--- config.mk ---
export PLATFORM = sky130hd
export DESIGN_NAME = link_rx_buffer
export DESIGN_NICKNAME = d
export VERILOG_FILES = /design/src/rtl/node_pkg.sv /design/src/rtl/link_fifo.sv /design/src/rtl/link_rx_buffer.sv
export SDC_FILE = /design/constraint.sdc
export NUM_CORES = 1
export LEC_CHECK = 0
export CORE_MARGIN = 10
export CORE_UTILIZATION = 62
export CTS_CLUSTER_DIAMETER = 50
export DETAILED_ROUTE_END_ITERATION = 7
export PLACE_DENSITY = 0.95
export RECOVER_POWER = 25
export SYNTH_ARGS = -nofsm -noshare
export SYNTH_HDL_FRONTEND = slang
export SYNTH_HIERARCHICAL = 1
export SYNTH_SLANG_ARGS = --single-unit
--- constraint.sdc ---
create_clock -name Clock -period 11.4 [get_ports Clock]
set_clock_uncertainty 0.15 [all_clocks]
set_input_delay 2.28 -clock Clock [delete_from_list [all_inputs] [get_ports Clock]]
set_output_delay 2.28 -clock Clock [all_outputs]
set_load 0.05 [all_outputs]
--- src/rtl/node_pkg.sv ---
// node_pkg: shared types and header-field helpers for the node's link buffers.
//   flit_tag_t   - head/tail tags stored alongside each flit data word
//   link_state_e - four-phase link receiver states
//   trk_state_e  - packet tracker states
//   len_w / dest_*_lsb / hdr_width - header field offsets derived from
//                  MAX_PACKET_LEN and NET_ADDR
package node_pkg;

    typedef struct packed {
        logic head;
        logic tail;
    } flit_tag_t;

    localparam int unsigned TAG_W = 2;

    typedef enum logic {
        RX_IDLE = 1'b0,
        RX_WAIT = 1'b1
    } link_state_e;

    typedef enum logic {
        TRK_HEAD = 1'b0,
        TRK_BODY = 1'b1
    } trk_state_e;

    // Width of the payload-length field in the header.
    function automatic int unsigned len_w(input int unsigned max_pkt_len);
        return $clog2(max_pkt_len);
    endfunction

    function automatic int unsigned dest_x_lsb(input int unsigned max_pkt_len);
        return len_w(max_pkt_len);
    endfunction

    function automatic int unsigned dest_y_lsb(input int unsigned max_pkt_len,
                                               input int unsigned net_addr);
        return len_w(max_pkt_len) + net_addr;
    endfunction

    // Total number of header bits that carry routing/length information.
    function automatic int unsigned hdr_width(input int unsigned max_pkt_len,
                                              input int unsigned net_addr);
        return len_w(max_pkt_len) + 2 * net_addr;
    endfunction

endpackage

--- src/rtl/link_fifo.sv ---
// link_fifo: synchronous first-word-fall-through FIFO for tagged flits.
//   clk_i, rst_ni - clock, synchronous active-low reset
//   push_i/wdata_i - write one entry (ignored when full)
//   pop_i/rdata_o  - rdata_o is the oldest entry; pop_i removes it (ignored when empty)
//   full_o/empty_o - occupancy flags from the count register
module link_fifo #(
    parameter int unsigned WIDTH = 34,
    parameter int unsigned DEPTH = 8
) (
    input  logic             clk_i,
    input  logic             rst_ni,
    input  logic             push_i,
    input  logic [WIDTH-1:0] wdata_i,
    input  logic             pop_i,
    output logic [WIDTH-1:0] rdata_o,
    output logic             full_o,
    output logic             empty_o
);

    localparam int unsigned PTR_W = $clog2(DEPTH);
    localparam int unsigned CNT_W = PTR_W + 1;

    logic [WIDTH-1:0] mem_q [DEPTH];
    logic [PTR_W-1:0] wr_ptr_q;
    logic [PTR_W-1:0] rd_ptr_q;
    logic [CNT_W-1:0] count_q;
    logic             do_push;
    logic             do_pop;

    assign full_o  = (count_q == CNT_W'(DEPTH));
    assign empty_o = (count_q == '0);
    assign do_push = push_i && !full_o;
    assign do_pop  = pop_i && !empty_o;
    assign rdata_o = mem_q[rd_ptr_q];

    // Storage array carries no reset; validity is tracked by count_q.
    always_ff @(posedge clk_i) begin
        if (do_push) begin
            mem_q[wr_ptr_q] <= wdata_i;
        end
    end

    // Pointers wrap naturally because DEPTH is a power of two.
    always_ff @(posedge clk_i) begin
        if (!rst_ni) begin
            wr_ptr_q <= '0;
            rd_ptr_q <= '0;
            count_q  <= '0;
        end else begin
            if (do_push) begin
                wr_ptr_q <= wr_ptr_q + PTR_W'(1);
            end
            if (do_pop) begin
                rd_ptr_q <= rd_ptr_q + PTR_W'(1);
            end
            case ({do_push, do_pop})
                2'b10:   count_q <= count_q + CNT_W'(1);
                2'b01:   count_q <= count_q - CNT_W'(1);
                default: count_q <= count_q;
            endcase
        end
    end

endmodule

--- src/rtl/link_rx_buffer.sv ---
// link_rx_buffer: receive side of one mesh link feeding a router input port.
// Completes the four-phase S_Req/S_Ack handshake, tags flits head/tail from
// the header length field, buffers them in link_fifo and offers them to the
// crossbar over Out_Valid/Out_Ready.
//   Clock, nReset         - clock, synchronous active-low reset
//   S_Req, S_Ack, S_Data  - upstream link (S_Data sampled in the capture cycle)
//   Out_Valid/Ready/Data  - FIFO head flit towards the router
//   Out_Head, Out_Tail    - tags of the presented flit
//   Flit_Count, Pkt_Count - statistics, present only with LINK_RX_STATS_EN
//                           defined; tied to zero otherwise
module link_rx_buffer
    import node_pkg::*;
#(
    parameter int unsigned DATA_WIDTH     = 32,
    parameter int unsigned MAX_PACKET_LEN = 8,
    parameter int unsigned NET_ADDR       = 4,
    parameter int unsigned DEPTH          = 8
) (
    input  logic                  Clock,
    input  logic                  nReset,
    input  logic                  S_Req,
    output logic                  S_Ack,
    input  logic [DATA_WIDTH-1:0] S_Data,
    output logic                  Out_Valid,
    input  logic                  Out_Ready,
    output logic [DATA_WIDTH-1:0] Out_Data,
    output logic                  Out_Head,
    output logic                  Out_Tail,
    output logic [15:0]           Flit_Count,
    output logic [15:0]           Pkt_Count
);

    localparam int unsigned LEN_W   = len_w(MAX_PACKET_LEN);
    localparam int unsigned ENTRY_W = TAG_W + DATA_WIDTH;

    // Elaboration-time parameter sanity.
    if (hdr_width(MAX_PACKET_LEN, NET_ADDR) > DATA_WIDTH) begin : g_bad_hdr
        $error("header fields do not fit in DATA_WIDTH");
    end
    if (DEPTH < 2 || (DEPTH & (DEPTH - 1)) != 0) begin : g_bad_depth
        $error("DEPTH must be a power of two >= 2");
    end

    link_state_e       state_q, state_d;
    trk_state_e        trk_q, trk_d;
    logic [LEN_W-1:0]  rem_q, rem_d;
    logic              ack_q, ack_d;
    logic              push;
    logic              pop;
    flit_tag_t         wr_tag;
    flit_tag_t         rd_tag;
    logic [ENTRY_W-1:0] rd_entry;
    logic              fifo_full;
    logic              fifo_empty;

    // Link handshake and packet tracking; tracker only moves on a FIFO write.
    always_comb begin
        state_d = state_q;
        trk_d   = trk_q;
        rem_d   = rem_q;
        ack_d   = ack_q;
        push    = 1'b0;
        wr_tag  = '0;

        case (state_q)
            RX_IDLE: begin
                if (S_Req && !fifo_full) begin
                    push    = 1'b1;
                    ack_d   = 1'b1;
                    state_d = RX_WAIT;
                end
            end
            RX_WAIT: begin
                if (!S_Req) begin
                    ack_d   = 1'b0;
                    state_d = RX_IDLE;
                end
            end
            default: state_d = RX_IDLE;
        endcase

        if (push) begin
            if (trk_q == TRK_HEAD) begin
                wr_tag.head = 1'b1;
                if (S_Data[LEN_W-1:0] == '0) begin
                    wr_tag.tail = 1'b1;
                end else begin
                    rem_d = S_Data[LEN_W-1:0];
                    trk_d = TRK_BODY;
                end
            end else begin
                rem_d = rem_q - LEN_W'(1);
                if (rem_q == LEN_W'(1)) begin
                    wr_tag.tail = 1'b1;
                    trk_d       = TRK_HEAD;
                end
            end
        end
    end

    always_ff @(posedge Clock) begin
        if (!nReset) begin
            state_q <= RX_IDLE;
            trk_q   <= TRK_HEAD;
            rem_q   <= '0;
            ack_q   <= 1'b0;
        end else begin
            state_q <= state_d;
            trk_q   <= trk_d;
            rem_q   <= rem_d;
            ack_q   <= ack_d;
        end
    end

    link_fifo #(
        .WIDTH (ENTRY_W),
        .DEPTH (DEPTH)
    ) u_fifo (
        .clk_i   (Clock),
        .rst_ni  (nReset),
        .push_i  (push),
        .wdata_i ({wr_tag, S_Data}),
        .pop_i   (pop),
        .rdata_o (rd_entry),
        .full_o  (fifo_full),
        .empty_o (fifo_empty)
    );

    assign pop       = Out_Ready && !fifo_empty;
    assign rd_tag    = flit_tag_t'(rd_entry[ENTRY_W-1 -: TAG_W]);
    assign S_Ack     = ack_q;
    assign Out_Valid = !fifo_empty;
    // Stale storage is hidden while empty so the port reads zero.
    assign Out_Data  = fifo_empty ? '0 : rd_entry[DATA_WIDTH-1:0];
    assign Out_Head  = !fifo_empty && rd_tag.head;
    assign Out_Tail  = !fifo_empty && rd_tag.tail;

`ifdef LINK_RX_STATS_EN
    logic [15:0] flit_cnt_q;
    logic [15:0] pkt_cnt_q;

    // Free-running statistics, wrapping at 16 bits.
    always_ff @(posedge Clock) begin
        if (!nReset) begin
            flit_cnt_q <= '0;
            pkt_cnt_q  <= '0;
        end else if (push) begin
            flit_cnt_q <= flit_cnt_q + 16'd1;
            if (wr_tag.tail) begin
                pkt_cnt_q <= pkt_cnt_q + 16'd1;
            end
        end
    end

    assign Flit_Count = flit_cnt_q;
    assign Pkt_Count  = pkt_cnt_q;
`else
    assign Flit_Count = '0;
    assign Pkt_Count  = '0;
`endif

endmodule

==> reports/summary.txt <==
status -> finished, final reports clean
cell taking the most area after synthesis -> edfxtp_1
critical path cell sequence -> buf_4, mux4_2, mux2_2, nor2b_1, clkdlybuf4s50_1
vias in the first global route -> 6,064
peak fanout along the critical path -> 53
Worst slew margin -> 30.4%
Main synth FF type -> edfxtp_1
Achievable Freq -> 160 MHz
Yosys reg bits -> 291
EDFF count, synth -> 272
fill cell count -> 1,018
CP endpoint kind -> primary output
CTS resizes -> 0
unrepaired setup endpoints after global routing -> false
hold_buf cts -> 0
grt ovf -> 0
Reg clk slew, reported paths -> 0.06 ns
Die H -> 158 um
# DRC -> 0
initial drt markers -> 534
largest cells by area after synthesis -> edfxtp_1 (70%), mux4_2 (13%), mux2_2 (3.4%)
GRT Resource Usage Total -> 20.5%
Critical Path Start Type -> flip-flop
Post-CTS Setup Repair Bufs -> 0
Tcrit/Tclk final -> 54.9%
DRT Pass-1 Iters -> 5
CTS tree -> yes
wire per inst -> 27.4 um
IO buf count -> 71
Max Cap Viol -> 0
post-synth top area share -> 69.6%
# IOs -> 104
Clock Latency Late Sink -> 0.53 ns
Async S/R FF share, synth -> 0%
Required @ worst endpoint -> 8.97 ns
Num CTS Buffers -> 28
final std cells w/o fill -> 919
Setup TNS -> 0 ns
area of the core -> 18,600 um2
Ys Warns -> 6
FP Rows -> 50
worst hold-check path type -> flip-flop to flip-flop
synthesis-to-finish area growth -> 15.5%
die area -> 24,800 um2
# setup viols final -> 0
critical path class -> flip-flop to primary output
peak supply drop -> 0.000189 V
Initial Util -> 63.0%
Hold WS -> 0.314 ns
Distinct cells, synth -> 44
clk buf depth -> 3
antenna violations before repair -> 2
Die X -> 158 um
Critical Path Slowest Stage Cell -> buf_4
most frequent cell after synthesis -> edfxtp_1
Worst Path Arrival -> 3.83 ns
Max stage delay on crit path -> 0.87 ns
Avg Cell Area, Syn -> 20.2 um2
Critical path buffers and inverters -> 2
H-tree depth -> 1
DRT antenna net count -> 0
Seq/Total Area, Yosys -> 72.8%
Post-Syn Instances -> 580
Final Max Tran Viols -> 0
DRT Wirelength -> 25,200 um
Hold Vio Cnt, Final -> 0
fin crit period -> 6.26 ns
layout cell share with drive strength beyond 1 -> 25.6%
synthesized area -> 11,700 um2
vias -> 5,809
CP top delay family -> buffers and inverters
top cells by count, synth -> edfxtp_1 (272), mux4_2 (68), nor2b_1 (38), mux2_2 (35), buf_4 (32)
Placed Cells -> 865
root buffer cell -> clkbuf_16
worst-margin pin slew -> 1.04 ns
fin nets -> 704
DP HPWL -> 13,400 um
largest net degree at the start of global routing -> 69
CTS sink count -> 291
Final GP Congestion -> 0.723
global-route wire length before repair -> 38,200 um
power per cell area -> 225 nW/um2
vias per cell -> 6.32
Leak -> 4.32 nW
tightest hold or removal path: cells and delay by family, from the launching register on:
kind            cells  cell delay (ns)
buf+inv             1             0.06
flops               1             0.30
compound gates      1             0.06
layer usage:
metal,wire [um],up-vias,GRT usage (%),share of wire [%]
met1,9750,3025,27.2,39
met5,13,-,0,0.052
met2,13100,307,34.4,52
met4,543,2,5.79,2.2
met3,1840,48,3.53,7.3
li1,-,2427,-,-
layout make-up:
type,instances,area (um2),share of cell area (%)
flip-flops and latches,291,8560,63.1
clock inverters,16,190,1.40
well taps,234,293,2.16
inverters,7,27.5,0.203
multi-input cells,252,2930,21.6
repair buffers,81,786,5.79
clock buffers,36,782,5.76
diodes,2,5.00,0.0369
cell usage in the layout, fill, tap and decap left out, types with 4 or more instances in the layout:
master | netlist | routed
clkdlybuf4s50_1 | 0 | 49
xnor2_1 | 5 | 5
conb_1 | 1 | 32
nor2b_1 | 38 | 38
nand2_1 | 9 | 9
clkinv_2 | 1 | 5
nor3_2 | 0 | 4
clkbuf_16 | 0 | 29
dfxtp_1 | 19 | 16
ha_1 | 7 | 7
bufinv_16 | 0 | 4
clkinv_1 | 0 | 5
mux2_2 | 35 | 35
a21oi_1 | 4 | 4
clkbuf_1 | 13 | 4
o21ai_0 | 4 | 4
nand3_1 | 4 | 4
buf_4 | 32 | 10
edfxtp_1 | 272 | 272
mux4_2 | 68 | 68
and2_1 | 6 | 6
inv_1 | 6 | 6
dlygate4sd3_1 | 0 | 22
power by group:
part,switching [mW],leakage [nW],internal [mW],total (mW)
Sequential,0.0407,2.62,1.22,1.26
Combinational,0.522,1.22,0.304,0.826
Clock,0.389,0.480,0.577,0.966
Total,0.951,4.32,2.10,3.06
flip-flops by register name (all words and copies together), names as in the netlist, named ones only:
signal           count
u_fifo/mem_q       272
u_fifo/count_q       4
rem_q                3
u_fifo/rd_ptr_q      3
u_fifo/wr_ptr_q      3
S_Ack                1
state_q              1
trk_q                1
cell families (layout without fill, tap and decap cells):
logic type | Yosys count | count (layout) | share of synthesized area [%]
compound gates | 20 | 20 | 1.39
flops | 291 | 291 | 72.8
simple gates | 79 | 79 | 4.06
buf+inv | 68 | 140 | 3.74
other cells | 1 | 34 | 0.0319
fa+ha+maj | 7 | 7 | 0.746
mux | 106 | 106 | 16.7
xor+xnor | 8 | 8 | 0.597
metrics by stage:
stage	power (mW)	worst slack (ns)	cell area (um2)	util [%]
after floorplan	1.87	4.54	11900	-
after global placement	2.08	5.72	12600	67.5
after detailed placement	2.11	5.66	12600	67.5
after CTS	3.08	5.03	13600	72.8
after global routing	3.15	4.87	13600	72.8
final	3.06	5.14	13600	72.8
worst paths after layout:
path / start / end / slack, ns / cells past startpoint
max: flip-flop / Out_Data[1] / 5.14 / 5
max reg2reg: u_fifo/count_q[1]$_SDFFE_PN0P_ / u_fifo/count_q[2]$_SDFFE_PN0P_ / 7.96 / 12
min: state_q$_SDFF_PN0_ / state_q$_SDFF_PN0_ / 0.31 / 2
min reg2reg: state_q$_SDFF_PN0_ / state_q$_SDFF_PN0_ / 0.31 / 2
(Power assumes the default switching activity.)
==> RTL change 1, RTL diff (config.mk and constraints unchanged) <==
Build with the macro `LINK_RX_STATS_EN` defined.
--- a/src/rtl/link_rx_buffer.sv
+++ b/src/rtl/link_rx_buffer.sv
@@ -8,6 +8,8 @@
 //   Out_Head, Out_Tail    - tags of the presented flit
 //   Flit_Count, Pkt_Count - statistics, present only with LINK_RX_STATS_EN
 //                           defined; tied to zero otherwise
+`define LINK_RX_STATS_EN
+
 module link_rx_buffer
     import node_pkg::*;
 #(
Check against the original RTL: not equivalent (Yosys sat finds a counterexample within 4 cycles, from zero or initial values and one cycle with nReset low).
==> RTL change 1 against the unedited design <==
  * Sequential share of layout area is 2.5 points lower
  * Non-clock buffer count rose by 34
  * Highest routed layer is now met4
  * Die area increased by 8.6%
  * Fmax down 0.48%
  * Setup slack lost 0.030 ns
  * Total power increased by 5.7%
  * Cell area grew 12%
  * Worst hold slack better by 0.0011 ns
  * Synthesized area grew 9.9%
  * Sequential cell count is 32 higher
  * Routed wire length grew 18%
  * Count of clock-buffer cells in the layout up 8
  * Critical endpoint is now Out_Data[31]
  * Cell count grew 22%
==> RTL change 1: results (changes against the unedited design) <==
* Status: finished, final reports clean (unchanged)
* Xor and xnor fraction of the mapped netlist area: 1.09% (was 0.597%)
- Number of iterations in the first detailed-routing pass: 5 (unchanged)
- Max transition margin: 27.4% (was 30.4%)
* Mapped Area: 12900 um2 (was 11700 um2)
- Vias in the first global route: 7400 (was 6064)
- Flip-flop count of the largest register, all copies and words added: 272 (unchanged)
* Post-DR wirelength/cell: 26.4 um (was 27.4 um)
- Most used flip-flop cell after synthesis: sky130_fd_sc_hd__edfxtp_1 (unchanged)
- Clock-pin slew was measured on the worst setup and hold paths at 0.07 ns.
* Worst IR Drop VDD: 0.000121 V (was 0.000189 V)
- Adder and majority gate portion of the synthesized area: 0.873% (was 0.746%)
- Fraction of synthesized area in multiplexers: 15.1% (was 16.7%)
- Violation count after the first detailed-route iteration: 729 (was 534)
* Largest stage delay on the critical path: 0.90 ns (was 0.87 ns)
- The largest fanout of any net on the critical path was 56 (was 53).
- Number of antenna violations at the first check in global routing: 2 (unchanged)
- Critical Path Sink Type: primary output (unchanged)
- Grt met2 use: 36.9% (was 34.4%)
* Ratio of routed vias to standard cells: 6.32 (about the same)
- The static power due to leakage was 0.00473 uW (was 0.00432 uW).
- Post-synthesis compound-gate area fraction: 2.98% (was 1.39%)
- Non-filler instance count after layout: 1123 (was 919)
- Setup TNS: 0 ns (unchanged)
* Wire length of the first global-routing pass: 45500 um (was 38200 um)
* Leading cell types by count after synthesis: sky130_fd_sc_hd__edfxtp_1, sky130_fd_sc_hd__mux4_2, sky130_fd_sc_hd__dfxtp_1, sky130_fd_sc_hd__nor2b_1, sky130_fd_sc_hd__mux2_2 (was sky130_fd_sc_hd__edfxtp_1, sky130_fd_sc_hd__mux4_2, sky130_fd_sc_hd__nor2b_1, sky130_fd_sc_hd__mux2_2, sky130_fd_sc_hd__buf_4)
- Clock latency on the worst-skew pair: 0.56 ns (was 0.53 ns)
* Share of synthesized flip-flops with an asynchronous set or reset: 0% (unchanged)
- The share of final-layout standard cells stronger than drive strength 1 was 20.7% (was 25.6%).
* Total of buffers placed on input and output ports: 103 (was 71)
* Largest cells by area after synthesis: sky130_fd_sc_hd__edfxtp_1, sky130_fd_sc_hd__mux4_2, sky130_fd_sc_hd__dfxtp_1 (was sky130_fd_sc_hd__edfxtp_1, sky130_fd_sc_hd__mux4_2, sky130_fd_sc_hd__mux2_2)
* Global Route Usage Sum: 22.3% (was 20.5%)
- Met3 Use GR: 5.38% (was 3.53%)
- Post-Synthesis Cells: 713 (was 580)
- Nets in the synthesized netlist: 758
- Proportion of synthesized chip area in sequential cells: 71.2% (was 72.8%)
* Dpl hpwl: 16700 um (was 13400 um)
* Count of nets after finishing: 871 (was 704)
* Distinct cells, synth: 48 (was 44)
- Met1 capacity usage during global routing: 28.4% (was 27.2%)
* Routability congestion estimate from global placement: 0.787 (was 0.723)
- Maximum number of pins on one net before global-route repair: 69 (unchanged)
- The TritonCTS buffer count is 30 (was 28).
-- RTL change 1: metrics by stage --
step / setup slack (ns) / cell area, um2
floorplan: 4.10 / 12900
global placement: 5.72 / 14200
detailed placement: 5.65 / 14200
CTS: 5.03 / 15200
global route: 4.90 / 15200
finish: 5.11 / 15200
-- RTL change 1: path summary, 6_finish.rpt --
check | start | endpoint | slack, ns | cells after the start
max reg2reg | u_fifo/count_q[1] | u_fifo/mem_q[2][14] | 7.76 | 7
max | flop | Out_Data[31] | 5.11 | 5
min | rem_q[1] | rem_q[1] | 0.31 | 2
min reg2reg | rem_q[1] | rem_q[1] | 0.31 | 2
-- RTL change 1: area by class of cell --
cell class / count / area, um2
Multi-Input combinational cell: 345 / 3510
Timing Repair Buffer: 115 / 1120
Antenna cell: 3 / 7.51
Tap cell: 270 / 338
Clock buffer: 44 / 845
Fill cell: 1085 / 5180
Inverter: 11 / 41.3
Clock inverter: 12 / 123
Sequential cell: 323 / 9200
-- RTL change 1: report_power, final --
group	switching, uW	internal [uW]
registers	41.9	1340
clock network	421	560
logic	547	322
-- RTL change 1: cell families (layout without fill, tap and decap cells) --
| family | after synthesis | count (layout) |
|---|---|---|
| xor+xnor | 16 | 16 |
| simple gates | 148 | 148 |
| flops | 323 | 323 |
| buf+inv | 45 | 182 |
| compound gates | 66 | 66 |
| mux | 106 | 106 |
| other cells | 0 | 3 |
| fa+ha+maj | 9 | 9 |
-- RTL change 1: worst max-delay path, delay by kind of cell, from the launching register on --
kind | cells | cell delay (ns)
buf+inv | 2 | 1.65
mux | 2 | 0.95
flops | 1 | 0.51
simple gates | 1 | 0.15
-- RTL change 1: metal layers --
metal | up-vias | part of all wire (%)
met5 | - | 0
met4 | 0 | 2.8
met3 | 65 | 8.8
met2 | 371 | 50
met1 | 3595 | 38
li1 | 3062 | -
==> RTL change 2, RTL diff (same settings) <==
Made on the original files. One comparison of `count_q` changes from == to >=.
--- a/src/rtl/link_fifo.sv
+++ b/src/rtl/link_fifo.sv
@@ -27,7 +27,7 @@
     logic             do_push;
     logic             do_pop;
 
-    assign full_o  = (count_q == CNT_W'(DEPTH));
+    assign full_o  = (count_q >= CNT_W'(DEPTH));
     assign empty_o = (count_q == '0);
     assign do_push = push_i && !full_o;
     assign do_pop  = pop_i && !empty_o;
Check against the original RTL: same outputs for any inputs over 4 cycles, from zero or initial values and one cycle with nReset low; that may be too few to reach the edited logic, so the function may still have changed.
==> RTL change 2 against the unedited design <==
  * Synthesized area increased by 0.85%
  * Routed wire length shrank 2.6%
  * Synthesized cell count stayed put
  * Sequential cell count stayed put
  * Register-to-register slack better by 0.05 ns
  * Die area increased by 0.74%
  * Fmax fell by 0.65%
  * Cell area fell by 0.25%
  * Setup slack got worse by 0.041 ns
  * Count of clock-buffer cells in the layout is the same
  * Total power decreased by 9.6%
  * Largest cell class unchanged
  * Largest power group unchanged
==> RTL change 2: results (changes against the unedited design) <==
- Status: finished, final reports clean (unchanged)
- Leading cell types by count after synthesis: sky130_fd_sc_hd__edfxtp_1, sky130_fd_sc_hd__mux4_2, sky130_fd_sc_hd__nor2b_1, sky130_fd_sc_hd__buf_4, sky130_fd_sc_hd__mux2_4 (was sky130_fd_sc_hd__edfxtp_1, sky130_fd_sc_hd__mux4_2, sky130_fd_sc_hd__nor2b_1, sky130_fd_sc_hd__mux2_2, sky130_fd_sc_hd__buf_4).
- The count of nets after finishing came to 699 (was 704).
- The clock group power was 888 uW (was 966 uW).
* Violation count after the first detailed-route iteration: 580 (was 534)
- Layout cells sized above 1: 22.6% (was 25.6%)
* Ratio of routed vias to standard cells: 6.15 (was 6.32)
* Met1 WL: 9400 um (was 9750 um)
- The static power due to leakage came to 0.00433 uW (was 0.00432 uW).
- Dpl hpwl: 13300 um (was 13400 um)
- The share of the yosys chip area belonging to registers came to 72.2% (was 72.8%).
- Placement Setup Slack: 5.58 ns (was 5.66 ns)
- Switching power: 806 uW (was 951 uW)
- Post-route worst hold slack: 0.313 ns (was 0.314 ns)
* FF-to-FF setup slack: 8.01 ns (was 7.96 ns)
- Max transition margin: 14.5% (was 30.4%)
* Distinct cells, synth: 45 (was 44)
- Power drawn by the combinational cells: 635 uW (was 826 uW)
- Critical path capture point: Out_Tail (was Out_Data[1])
- The source of the worst register-to-register timing path is u_fifo/count_q[3] (was u_fifo/count_q[1]).
* Routability congestion estimate from global placement: 0.742 (was 0.723)
- The critical register-to-register path endpoint is u_fifo/mem_q[6][28] (was u_fifo/count_q[2]).
* Top sig layer: met4 (was met5)
- Type of the worst min-delay path: reg -> reg (unchanged)
* Met3 Use GR: 4.42% (was 3.53%)
- Global Route Usage Sum: 19.8% (was 20.5%)
- Clock Path Buffers: 3 (unchanged)
* Number of levels the H-tree was split into: 1 (unchanged)
- The met2 track demand over resource was 32.6% (was 34.4%).
- Count of filler cells inserted in the layout: 1033 (was 1018)
* Worst IR Drop VDD: 0.000175 V (was 0.000189 V)
- The wire length of the first global-routing pass came to 36700 um (was 38200 um).
- Largest cells by area after synthesis: sky130_fd_sc_hd__edfxtp_1, sky130_fd_sc_hd__mux4_2, sky130_fd_sc_hd__dfxtp_1 (was sky130_fd_sc_hd__edfxtp_1, sky130_fd_sc_hd__mux4_2, sky130_fd_sc_hd__mux2_2).
* Met1 capacity usage during global routing: 25.5% (was 27.2%)
* Wire length reported by the detailed router: 24600 um (was 25200 um)
* Cell depth of the worst flop-to-flop path: 5 (was 12)
- Met2 routed wirelength: 12400 um (was 13100 um)
- Endpoint arrival time on the critical path: 3.87 ns (was 3.83 ns)
* Detail Route met3 WL: 2070 um (was 1840 um)
* Category of the critical setup timing path: reg -> out (unchanged)
* Vias in the first global route: 5905 (was 6064)
- Highest net fanout along the worst path: 48 (was 53)
- The number of antenna violations at the first check in global routing was 4 (was 2).
- Share of synthesized flip-flops with an asynchronous set or reset: 0% (unchanged)
- The post-route fraction of the period consumed by the critical path was 55.2% (was 54.9%).
[RTL change 2: cell types whose count changed after synthesis, moves of 3 or more]
| cell | delta |
|---|---|
| sky130_fd_sc_hd__nor3_1 | -3 |
| sky130_fd_sc_hd__nor2_1 | +4 |
| sky130_fd_sc_hd__nand3_1 | -3 |
| sky130_fd_sc_hd__mux2_2 | -21 |
| sky130_fd_sc_hd__mux4_1 | +9 |
| sky130_fd_sc_hd__buf_12 | +3 |
| sky130_fd_sc_hd__buf_6 | -5 |
| sky130_fd_sc_hd__mux4_2 | -9 |
| sky130_fd_sc_hd__mux2_4 | +20 |
[RTL change 2: cell type report]
type	instances	area (um2)	area share (%)
sequential	291	8560	63.2
multi-input combinational	252	3020	22.3
clock buffer	36	752	5.56
timing repair buffer	76	748	5.53
tap	234	293	2.16
clock inverter	15	128	0.943
inverter	7	27.5	0.203
antenna	4	10.0	0.0740
[RTL change 2: cells by family after synthesis]
group / Yosys count / share of synthesized area [%]
buf+inv: 68 / 3.83
mux: 106 / 17.4
flops: 291 / 72.2
xor+xnor: 8 / 0.592
fa+ha+maj: 7 / 0.739
simple gates: 79 / 3.87
compound gates: 20 / 1.34
other cells: 1 / 0.0317
[RTL change 2: critical path: stages (launching register included)]
cell                              delay [ns]
sky130_fd_sc_hd__dfxtp_4                0.61
sky130_fd_sc_hd__buf_4                  0.78
sky130_fd_sc_hd__mux4_1                 0.68
sky130_fd_sc_hd__mux2_2                 0.31
sky130_fd_sc_hd__nor2b_1                0.18
sky130_fd_sc_hd__clkdlybuf4s50_1        0.74
[RTL change 2: through the flow]
step | total power [uW] | area [um2] | instances
floorplan | 1710 | 12000 | 611
global placement | 1870 | 12600 | 860
detailed placement | 1890 | 12600 | 860
CTS | 2790 | 13500 | 911
global route | 2850 | 13500 | 912
finish | 2760 | 13500 | 915
